### src/rtl/ieee_to_int.sv
// IEEE-754 single-precision to Q5.5 sign/magnitude converter, aligned one bit per cycle.
// Define IEEE_TO_INT_ROUND_EN to round to nearest-even instead of truncating.
module ieee_to_int (
  input  logic        clk,
  input  logic        rst_n,
  input  logic [31:0] in_float,
  input  logic        in_valid,
  output logic        in_ready,
  output logic [4:0]  out_int,
  output logic [4:0]  out_frac,
  output logic        out_sign,
  output logic        out_ovf,
  output logic        out_unf,
  output logic        out_nan,
  output logic        out_valid,
  input  logic        out_ready
);

  typedef enum logic [1:0] {IDLE, ALIGN, DONE} state_t;

  state_t       state_q, state_d;
  logic [23:0]  acc_q, acc_d;
  logic [4:0]   cnt_q, cnt_d;
  logic [9:0]   result_q, result_d;
  logic         sign_q, sign_d;
  logic         ovf_q, ovf_d;
  logic         unf_q, unf_d;
  logic         nan_q, nan_d;
`ifdef IEEE_TO_INT_ROUND_EN
  logic         guard_q, guard_d;
  logic         sticky_q, sticky_d;
  logic [10:0]  rounded;

  // Returns {ovf, value}; a carry out of 31.31 saturates.
  function automatic logic [10:0] round_ne(input logic [9:0] v, input logic g,
                                           input logic s);
    logic [10:0] sum;
    sum = {1'b0, v} + {10'd0, g & (s | v[0])};
    if (sum[10]) round_ne = {1'b1, 10'h3FF};
    else         round_ne = {1'b0, sum[9:0]};
  endfunction
`endif

  logic [7:0]         exp_w;
  logic [22:0]        mant_w;
  logic signed [9:0]  e_s;

  assign exp_w  = in_float[30:23];
  assign mant_w = in_float[22:0];
  assign e_s    = $signed({2'b00, exp_w}) - 10'sd127;

  always_comb begin
    state_d  = state_q;
    acc_d    = acc_q;
    cnt_d    = cnt_q;
    result_d = result_q;
    sign_d   = sign_q;
    ovf_d    = ovf_q;
    unf_d    = unf_q;
    nan_d    = nan_q;
`ifdef IEEE_TO_INT_ROUND_EN
    guard_d  = guard_q;
    sticky_d = sticky_q;
    rounded  = round_ne(acc_q[9:0], guard_q, sticky_q);
`endif
    case (state_q)
      IDLE: begin
        if (in_valid) begin
          sign_d   = in_float[31];
          result_d = 10'd0;
          ovf_d    = 1'b0;
          unf_d    = 1'b0;
          nan_d    = 1'b0;
          state_d  = DONE;
          if (exp_w == 8'd0) begin
            result_d = 10'd0;
          end else if (exp_w == 8'hFF) begin
            if (mant_w != 23'd0) nan_d = 1'b1;
            else begin
              ovf_d    = 1'b1;
              result_d = 10'h3FF;
            end
          end else if (e_s > 10'sd4) begin
            ovf_d    = 1'b1;
            result_d = 10'h3FF;
          end else if (e_s < -10'sd5) begin
            unf_d = 1'b1;
          end else begin
            // cnt = 18 - E = 145 - exp, always within 14..23 here.
            acc_d   = {1'b1, mant_w};
            cnt_d   = 5'(8'd145 - exp_w);
            state_d = ALIGN;
`ifdef IEEE_TO_INT_ROUND_EN
            guard_d  = 1'b0;
            sticky_d = 1'b0;
`endif
          end
        end
      end
      ALIGN: begin
        if (cnt_q == 5'd0) begin
          state_d = DONE;
`ifdef IEEE_TO_INT_ROUND_EN
          result_d = rounded[9:0];
          ovf_d    = rounded[10];
`else
          result_d = acc_q[9:0];
`endif
        end else begin
          acc_d = acc_q >> 1;
          cnt_d = cnt_q - 5'd1;
`ifdef IEEE_TO_INT_ROUND_EN
          guard_d  = acc_q[0];
          sticky_d = sticky_q | guard_q;
`endif
        end
      end
      DONE: begin
        if (out_ready) state_d = IDLE;
      end
      default: state_d = IDLE;
    endcase
  end

  always_ff @(posedge clk or negedge rst_n) begin
    if (!rst_n) begin
      state_q  <= IDLE;
      acc_q    <= 24'd0;
      cnt_q    <= 5'd0;
      result_q <= 10'd0;
      sign_q   <= 1'b0;
      ovf_q    <= 1'b0;
      unf_q    <= 1'b0;
      nan_q    <= 1'b0;
`ifdef IEEE_TO_INT_ROUND_EN
      guard_q  <= 1'b0;
      sticky_q <= 1'b0;
`endif
    end else begin
      state_q  <= state_d;
      acc_q    <= acc_d;
      cnt_q    <= cnt_d;
      result_q <= result_d;
      sign_q   <= sign_d;
      ovf_q    <= ovf_d;
      unf_q    <= unf_d;
      nan_q    <= nan_d;
`ifdef IEEE_TO_INT_ROUND_EN
      guard_q  <= guard_d;
      sticky_q <= sticky_d;
`endif
    end
  end

  assign in_ready  = (state_q == IDLE);
  assign out_valid = (state_q == DONE);
  assign out_int   = result_q[9:5];
  assign out_frac  = result_q[4:0];
  assign out_sign  = sign_q;
  assign out_ovf   = ovf_q;
  assign out_unf   = unf_q;
  assign out_nan   = nan_q;

endmodule
### config.mk
export PLATFORM = sky130hd
export DESIGN_NAME = ieee_to_int
export DESIGN_NICKNAME = d
export VERILOG_FILES = /design/src/rtl/ieee_to_int.sv
export SDC_FILE = /design/constraint.sdc
export NUM_CORES = 1
export LEC_CHECK = 0
export CAP_MARGIN = 20
export CELL_PAD_IN_SITES_DETAIL_PLACEMENT = 0
export CELL_PAD_IN_SITES_GLOBAL_PLACEMENT = 1
export CORE_MARGIN = 2
export CORE_UTILIZATION = 39
export DETAILED_ROUTE_END_ITERATION = 10
export GPL_ROUTABILITY_DRIVEN = 1
export PLACE_DENSITY = 0.81
export SYNTH_ARGS = -nofsm -noshare
export SYNTH_HDL_FRONTEND = slang
export SYNTH_SLANG_ARGS = --single-unit
### constraint.sdc
create_clock -name clk -period 2.4 [get_ports clk]
set_input_delay 0.36 -clock clk [delete_from_list [all_inputs] [get_ports clk]]
set_output_delay 0.36 -clock clk [all_outputs]
set_load 0.005 [all_outputs]
## Word-level counts from Yosys, hierarchy flattened

Cells that the tools add are included.
W data, S select, Z words.

- Register bits after elaboration: 45
- Input port bits: 36
- Output and inout bits: 16
- Logic and storage cells: 73

- Add/sub/neg operators: 3
- Magnitude comparators: 2
- Equality and inequality tests: 11
- Multiplexer cells: 40
- Reduce and logical (&&, ||, !) cells: 9

Operators with widths:

| cell | number |
|---|---|
| $mux W24 | 6 |
| $mux W10 | 6 |
| $pmux W24 S2 | 1 |
| $mux W5 | 6 |
| $reduce_bool A23 Y1 | 1 |
| $pmux W10 S2 | 1 |
| $mux W2 | 7 |
| $ne A2 B2 Y1 const B | 7 |
| $mux W1 | 11 |
| $pmux W5 S2 | 1 |
| $gt A9 B4 Y1 const B | 1 |
| $lt A9 B4 Y1 const B | 1 |
| $sub A8 B7 Y9 const B | 1 |
| $eq A8 B8 Y1 const B | 1 |
| $logic_not A8 Y1 | 1 |
| $reduce_and A7 Y1 | 1 |
| $pmux W2 S3 | 1 |
| $reduce_and A3 Y1 | 2 |
| $logic_not A5 Y1 | 1 |
| $sub A5 B1 Y5 const B | 1 |
| $sub A5 B5 Y5 const A | 1 |
| $eq A2 B1 Y1 const B | 1 |
| $eq A2 B2 Y1 const B | 1 |
| $logic_not A2 Y1 | 1 |
| other kinds (3) | 3 |

## Logic depth before layout (Yosys ltp)

Gate-level depths: netlist of the first run.

- Depth in word-level cells: 8
- Mapped depth: 9
- Gate-level depth less buffers: 8

## Least setup slack after synthesis of the first run

OpenSTA, ideal clock, no wires.

- Kind: in2reg
- Start point: input port in_float[23]
- End point: register acc_q[0]
- Library setup time: 125 ps
- Arrival time: 2155 ps
- Data required time: 2275 ps
- Path slack: 119 ps
- Stages on the path: 8
- Cells stage by stage: ha_1 -> and4_4 -> a211o_1 -> a211oi_2 -> a211oi_4 -> nor2_4 -> buf_6 -> mux2_4

- Longest elaborated chain between the ends: 4
- Elaborated cells on any way between the ends: 10
- Classes of those cells: 1 x add/sub; 2 x order compare; 5 x eq/ne; 2 x reduce/logical

RTL lines:

| element | line | source |
|---|---|---|
| start: declaration | 6 | `input logic [31:0] in_float,` |
| $sub A8 B7 Y9 | 50 | `assign e_s = $signed({2'b00, exp_w}) - 10'sd127;` |
| $lt A9 B4 Y1 / $gt A9 B4 Y1 (equally long branches) | 86, 83 |  |
| $ne A2 B2 Y1 (no line) | - |  |
| $reduce_and A7 Y1 (no line) (*) | - |  |
| end signal: assignment | 128 | `acc_q <= 24'd0;` |
| end signal: assignment | 141 | `acc_q <= acc_d;` |
| end: declaration | 22 | `logic [23:0] acc_q, acc_d;` |

Mark *: on every way between the ends. The rest lies on a longest branch, timed or not.
A chain may end at the register's enable or synchronous reset.

## Final worst setup path of the first run

- Start point: input port in_float[26]
- End point: register acc_q[9]

Same word-level chain as after synthesis.

==> qor.txt, run 1 <==
Synth Area in XOR/XNOR = 2.019%
Crit path max-delay family = buffers and inverters
Setup crit start kind = primary input
Cells after Synth = 275
post-DP HPWL = 4.432 mm
Rows = 29
ANT cells = 0
syn nets = 318
drt drc = 0
CP Capture Type = register
Slowest-stage cell, CP = clkdlybuf4s50_1
sequential share of the synthesized area = 43.27%
H-tree level count = 2
DR WL/cell = 13.65 um
drt total wl = 6.021 mm
async set-reset flop share out of synthesis = 100.0%
die height = 85.69 um
Synth warnings = 0
core area = 6386 um^2
slowest stage delay, CP = 0.43 ns
FF-to-FF Start = cnt_q[0]
grt ovf = 0
post-synthesis cell type count = 49
syn_area_per_cell = 9.464 um^2
TNS Setup = 0 ns
Nets = 406
# clock sinks = 45
largest family of logic cells by synthesized area = simple AND/OR/NAND/NOR gates
top fanout value on the critical path = 7
final hold slack = 0.3668 ns
clock latency on the worst-skew pair = 0.30 ns
Final Hold Fails = 0
flops & latches, synth = 45
layout cells sized above 1 = 23.63%
clk buf depth = 2
Most used DFF post-synth = dfrtp_1
1st-pass router iterations = 4
compound-gate portion of the synthesized area = 11.78%
final slew viol count = 0
CTS tree = yes
top cells by area, synth = dfrtp_1, mux2_4, nand2_1, ha_1, a21oi_1
Post-Synth Simple-Gate Area = 21.39%
Power Density = 1119 nW/um^2
WP data required = 2.59 ns
synthesized area = 2602 um^2
top cell type by total area after synthesis = dfrtp_1
All-Layer GR Usage = 17.18%
Routed Antenna Nets = 0
Clock Root Buffer = clkbuf_8
leak pwr = 1.692 nW
critical path class = primary input to register
final-layout fill cell count = 573
vias in the first global route = 2131
Slew Limit Headroom = 75.39%
Die ar. = 7343 um^2
Initial Utilization = 40.75%
status = finished clean
VDD IR max = 660.2 uV
die width = 85.69 um
gpl congestion = 0.7640
Slew @ Worst Pin = 0.3658 ns
Post-synth top cells = nand2_1, dfrtp_1, mux2_4
Setup crit start = in_float[26]
mux share of post-synthesis cell area = 14.09%
via count = 2213
area growth from synthesis to final layout = 40.63%
Arr. time, crit path = 2.51 ns
Buf/Inv on CP = 5
top-count cell post-synth = nand2_1
Setup Skew = 0.01284 ns
Multi-input gate area = 1408 um^2
Final Critical Period = 2.317 ns
most frequent cell on the critical path = buf_4
Reg clk slew, reported paths = 0.09 ns
Initial DRC Count = 94
number of synthesized flops with an enable pin = 0
initial antenna violation count = 0
Max Cap Viol = 0
largest net degree at the start of global routing = 33
vias per cell = 5.018
Synth Area in Adders = 3.365%
final setup violation count = 0
hold crit path type = primary input to asynchronous set/reset pin
FF/Latch Area = 1126 um^2
number of port buffers = 51
Max Fclk = 0.4316 GHz
Yosys top cell area share = 43.27%
critical path cell sequence = clkdlybuf4s50_1 -> buf_4 -> buf_4 -> and3b_1 -> o2111a_2 -> a211oi_4 -> nor2_4 -> buf_12 -> clkbuf_16 -> mux2_4
Final period util = 96.53%
total CTS buffers = 5
first-pass GRT wire length = 10.10 mm
IO Pins = 52
[cells by family (layout without fill, tap and decap cells)]
kind of cell | after synthesis | count (layout)
AOI/OAI and AO/OA | 44 | 44
adders and majority gates | 7 | 7
buffers and inverters | 22 | 111
DFF | 45 | 45
xor gates and xnor gates | 6 | 6
and+or+nand+nor | 126 | 126
muxes | 25 | 25
[metrics by stage]
| stage | power [mW] | std cells | util, % | worst slack (ns) | area (um^2) |
|---|---|---|---|---|---|
| 6_report | 4.095 | 441 | 57.31 | 0.08330 | 3660 |
| 3_3_place_gp | 3.388 | 426 | 53.64 | -0.3536 | 3426 |
| 5_1_grt | 4.414 | 441 | 57.31 | -0.008431 | 3660 |
| 4_1_cts | 4.015 | 439 | 56.49 | 0.06749 | 3607 |
| 3_5_place_dp | 3.433 | 426 | 53.64 | -0.3975 | 3426 |
| 2_1_floorplan | 2.707 | 275 | - | 0.1195 | 2603 |
[cell type report]
class / instances / area share, %
Timing Repair Buffer: 93 / 24.65
Sequential cell: 45 / 30.77
Clock buffer: 5 / 1.880
Clock inverter: 3 / 0.5812
Tap cell: 77 / 2.632
Inverter: 10 / 1.026
Multi-Input combinational cell: 208 / 38.46
[worst paths after layout]
| kind | slack [ns] | cells after the start | to |
|---|---|---|---|
| max in group asynchronous | 1.56 | 3 | cnt_q[2] |
| min in group clk | 0.49 | 2 | out_unf |
| min | 0.37 | 2 | out_sign |
| min reg2reg | 0.49 | 2 | out_unf |
| max reg2reg | 0.11 | 10 | acc_q[9] |
| max | 0.08 | 10 | acc_q[9] |
[flip-flops by register name, summed over array words and instances (netlist names)]
name,count
acc_q,24
result_q,10
cnt_q,5
state_q,2
out_nan,1
out_ovf,1
out_sign,1
out_unf,1
[per-layer routing]
layer | global-route usage, % | up-vias | wire [um]
li1 | - | 1126 | -
met5 | 0 | - | 0
met3 | 3.754 | 7 | 235
met4 | 3.896 | 0 | 71
met1 | 24.65 | 1035 | 2928
met2 | 26.70 | 45 | 2786
[power by group]
| group | switching [mW] | leakage, nW | internal, mW |
|---|---|---|---|
| combinational | 0.909 | 1.12 | 1.36 |
| sequential | 0.209 | 0.529 | 1.14 |
| clock | 0.270 | 0.0445 | 0.207 |
[worst register-to-register path, delay by kind of cell, from the launching register on]
kind | cells | cell delay (ns)
simple gates | 4 | 0.74
buf+inv | 3 | 0.44
flops | 1 | 0.40
mux | 1 | 0.29
compound gates | 1 | 0.18
fa+ha+maj | 1 | 0.15
[what timing repair did]
item	CTS	global route
pin swaps	4	2
hold buffers	1	0
endpoints found under the setup margin	26	14
buffers inserted	3	1
endpoints found under the hold margin	1	0
gates cloned	1	1
resized for setup	11	1
[layout by cell type, fill, tap and decap left out, types with 5 or more instances in the layout]
master,n
a21oi_1,15
buf_4,34
clkbuf_8,5
clkdlybuf4s50_1,47
dfrtp_1,45
ha_1,5
inv_1,9
mux2_4,23
nand2_1,83
nor2_1,15
nor4_1,6
Power figures use the tool's default switching activity.
==> run 2: changes to the inputs <==
Settings changed: CORE_UTILIZATION 39 to 40, PLACE_DENSITY 0.81 to 0.83.
Clock period 2.4 ns to 2.7 ns, I/O delays scaled along.
==> qor.txt, run 2 (synthesis gave the netlist of run 1 again) <==
Crit path max-delay family = compound AO/OA/AOI/OAI gates
DR WL/cell = 13.65 um (about the same)
CP Capture Type = register
Reg clk slew, reported paths = 0.09 ns (about the same)
ANT cells = 0 (unchanged)
VDD IR max = 572.4 uV (-13%)
Max Fclk = 0.3973 GHz
drt total wl = 5.759 mm (-4.4%)
All-Layer GR Usage = 17.06% (-0.12 points)
Arr. time, crit path = 2.70 ns (+0.19 ns)
Setup crit start = in_float[23]
status = finished clean
Initial Utilization = 41.22% (+0.47 points)
design area = 3462 um^2 (-5.4%)
Clock Root Buffer = clkbuf_8
gpl congestion = 0.8233 (+7.8%)
final hold slack = 0.4262 ns (+0.05938 ns)
clk buf depth = 2 (unchanged)
leak pwr = 1.588 nW (-6.2%)
Largest register FFs = 24 (unchanged)
R2R Path End = acc_q[14]
IO Pins = 52 (unchanged)
vias per cell = 5.028 (+0.21%)
core area = 6314 um^2 (-1.1%)
highest-count cells in the layout ignoring fill and taps = nand2_1, clkdlybuf4s50_1, dfrtp_1
Final period util = 93.22%
final setup violation count = 0 (unchanged)
largest net degree at the start of global routing = 46 (+39%)
via count = 2122 (-4.1%)
Rows = 29 (unchanged)
placed insts = 412 (-3.3%)
Nets = 387 (-4.7%)
WP data required = 2.89 ns (+0.30 ns)
fin util = 54.84% (-2.5 points)
Power Density = 1016 nW/um^2 (-9.2%)
Buf/Inv on CP = 2 (-3)
final-layout fill cell count = 589 (+2.8%)
Slew Limit Headroom = 71.00% (-4.4 points)
post-CTS setup repair buffer count = 0 (-3)
first-pass GRT wire length = 9.811 mm (-2.9%)
number of port buffers = 51 (unchanged)
Setup crit start kind = primary input
top fanout value on the critical path = 13 (+6)
# clock sinks = 45 (unchanged)
Final Hold Fails = 0 (unchanged)
Max Cap Viol = 0 (unchanged)
overall power = 3.519 mW (-14%)
non-filler cells, final = 422 (-4.3%)
post-DP HPWL = 4.283 mm (-3.4%)
initial antenna violation count = 0 (unchanged)
vias in the first global route = 2122 (-0.42%)
Die ar. = 7167 um^2 (-2.4%)
Slew @ Worst Pin = 0.4321 ns (+0.06625 ns)
clock latency on the worst-skew pair = 0.31 ns (about the same)
most flop-heavy register = acc_q
FF-to-FF path depth = 9 (-1)
H-tree level count = 2 (unchanged)
layout cells sized above 1 = 17.97% (-5.7 points)
CTS tree = yes
grt ovf = 0 (unchanged)
critical path class = primary input to register
Final Critical Period = 2.517 ns
Slowest-stage cell, CP = clkdlybuf4s50_1
die width = 84.66 um (-1.2%)
Routed Antenna Nets = 0 (unchanged)
final slew viol count = 0 (unchanged)
slowest stage delay, CP = 0.42 ns (about the same)
Crit path depth = 9 (-1)
placed inst area = 3321 um^2 (-3.1%)
area growth from synthesis to final layout = 33.03%
critical path cell sequence = clkdlybuf4s50_1 -> ha_1 -> and4_4 -> a211o_1 -> a211oi_2 -> a211oi_4 -> nor2_4 -> buf_12 -> mux2_4
Initial DRC Count = 79 (-16%)
Largest regs = acc_q (24), result_q (10), cnt_q (5)
die height = 84.66 um (-1.2%)
drt drc = 0 (unchanged)
commonest non-fill, non-tap cell in the layout = nand2_1
hold crit path type = primary input to asynchronous set/reset pin
setup repair after global routing missed its margin = false
Setup Skew = 0.01438 ns (+0.001531 ns)
1st-pass router iterations = 4 (unchanged)
FF-to-FF Start = cnt_q[0]
r2r setup slk = 0.36 ns (+0.25 ns)
total CTS buffers = 5 (unchanged)
[run 2: changes by cell type in the layout (fill, tap and decap cells not counted), moves of 2 or more]
cell	before	now
ha_1	5	7
dlygate4sd2_1	3	0
buf_6	2	0
clkdlybuf4s50_1	47	50
buf_4	34	19
[run 2: worst max path at each step]
stage / end
6_report: acc_q[14]
5_1_grt: acc_q[14]
4_1_cts: acc_q[14]
3_5_place_dp: acc_q[6]
3_3_place_gp: acc_q[5]
2_1_floorplan: acc_q[0]
[run 2: power by group]
group | total, mW | internal (mW) | switching [mW]
combinational | 1.80 | 1.04 | 0.760
clock | 0.519 | 0.278 | 0.241
sequential | 1.20 | 1.01 | 0.189
total | 3.52 | 2.33 | 1.19
[run 2: layer usage]
metal	GRT usage [%]	wire length [um]
met4	6.061	82
met1	22.58	2752
met5	0	0
met2	27.63	2693
met3	3.736	229
[run 2: worst register-to-register path, cell delays in order, from the launching register on]
cell and delay [ns]:
dfrtp_1 0.39, inv_1 0.13, ha_1 0.17, or4b_1 0.50
nand2_1 0.12, nand2_1 0.09, o21ai_1 0.25, nor2_4 0.09
buf_12 0.17, mux2_4 0.30
[run 2: area by class of cell]
| cell class | instances | area, um^2 | area share [%] |
|---|---|---|---|
| multi-input combinational | 208 | 1373 | 39.65 |
| sequential | 45 | 1126 | 32.53 |
| timing repair buffer | 74 | 718.2 | 20.74 |
| tap | 77 | 96.34 | 2.783 |
| clock buffer | 6 | 72.57 | 2.096 |
| clock inverter | 2 | 38.79 | 1.120 |
| inverter | 10 | 37.54 | 1.084 |
[run 2: per-stage QoR]
stage          setup TNS (ns)  setup WS [ns]
3_3_place_gp           -2.444       -0.09969
5_1_grt                     0        0.09316
2_1_floorplan               0         0.3745
6_report                    0         0.1832
3_5_place_dp           -3.945        -0.1463
4_1_cts                     0         0.1703
[run 2: repair_timing]
action | CTS | global route
hold buffers | 0 | 1
endpoints found under the hold margin | 0 | 3
resized for setup | 0 | 0
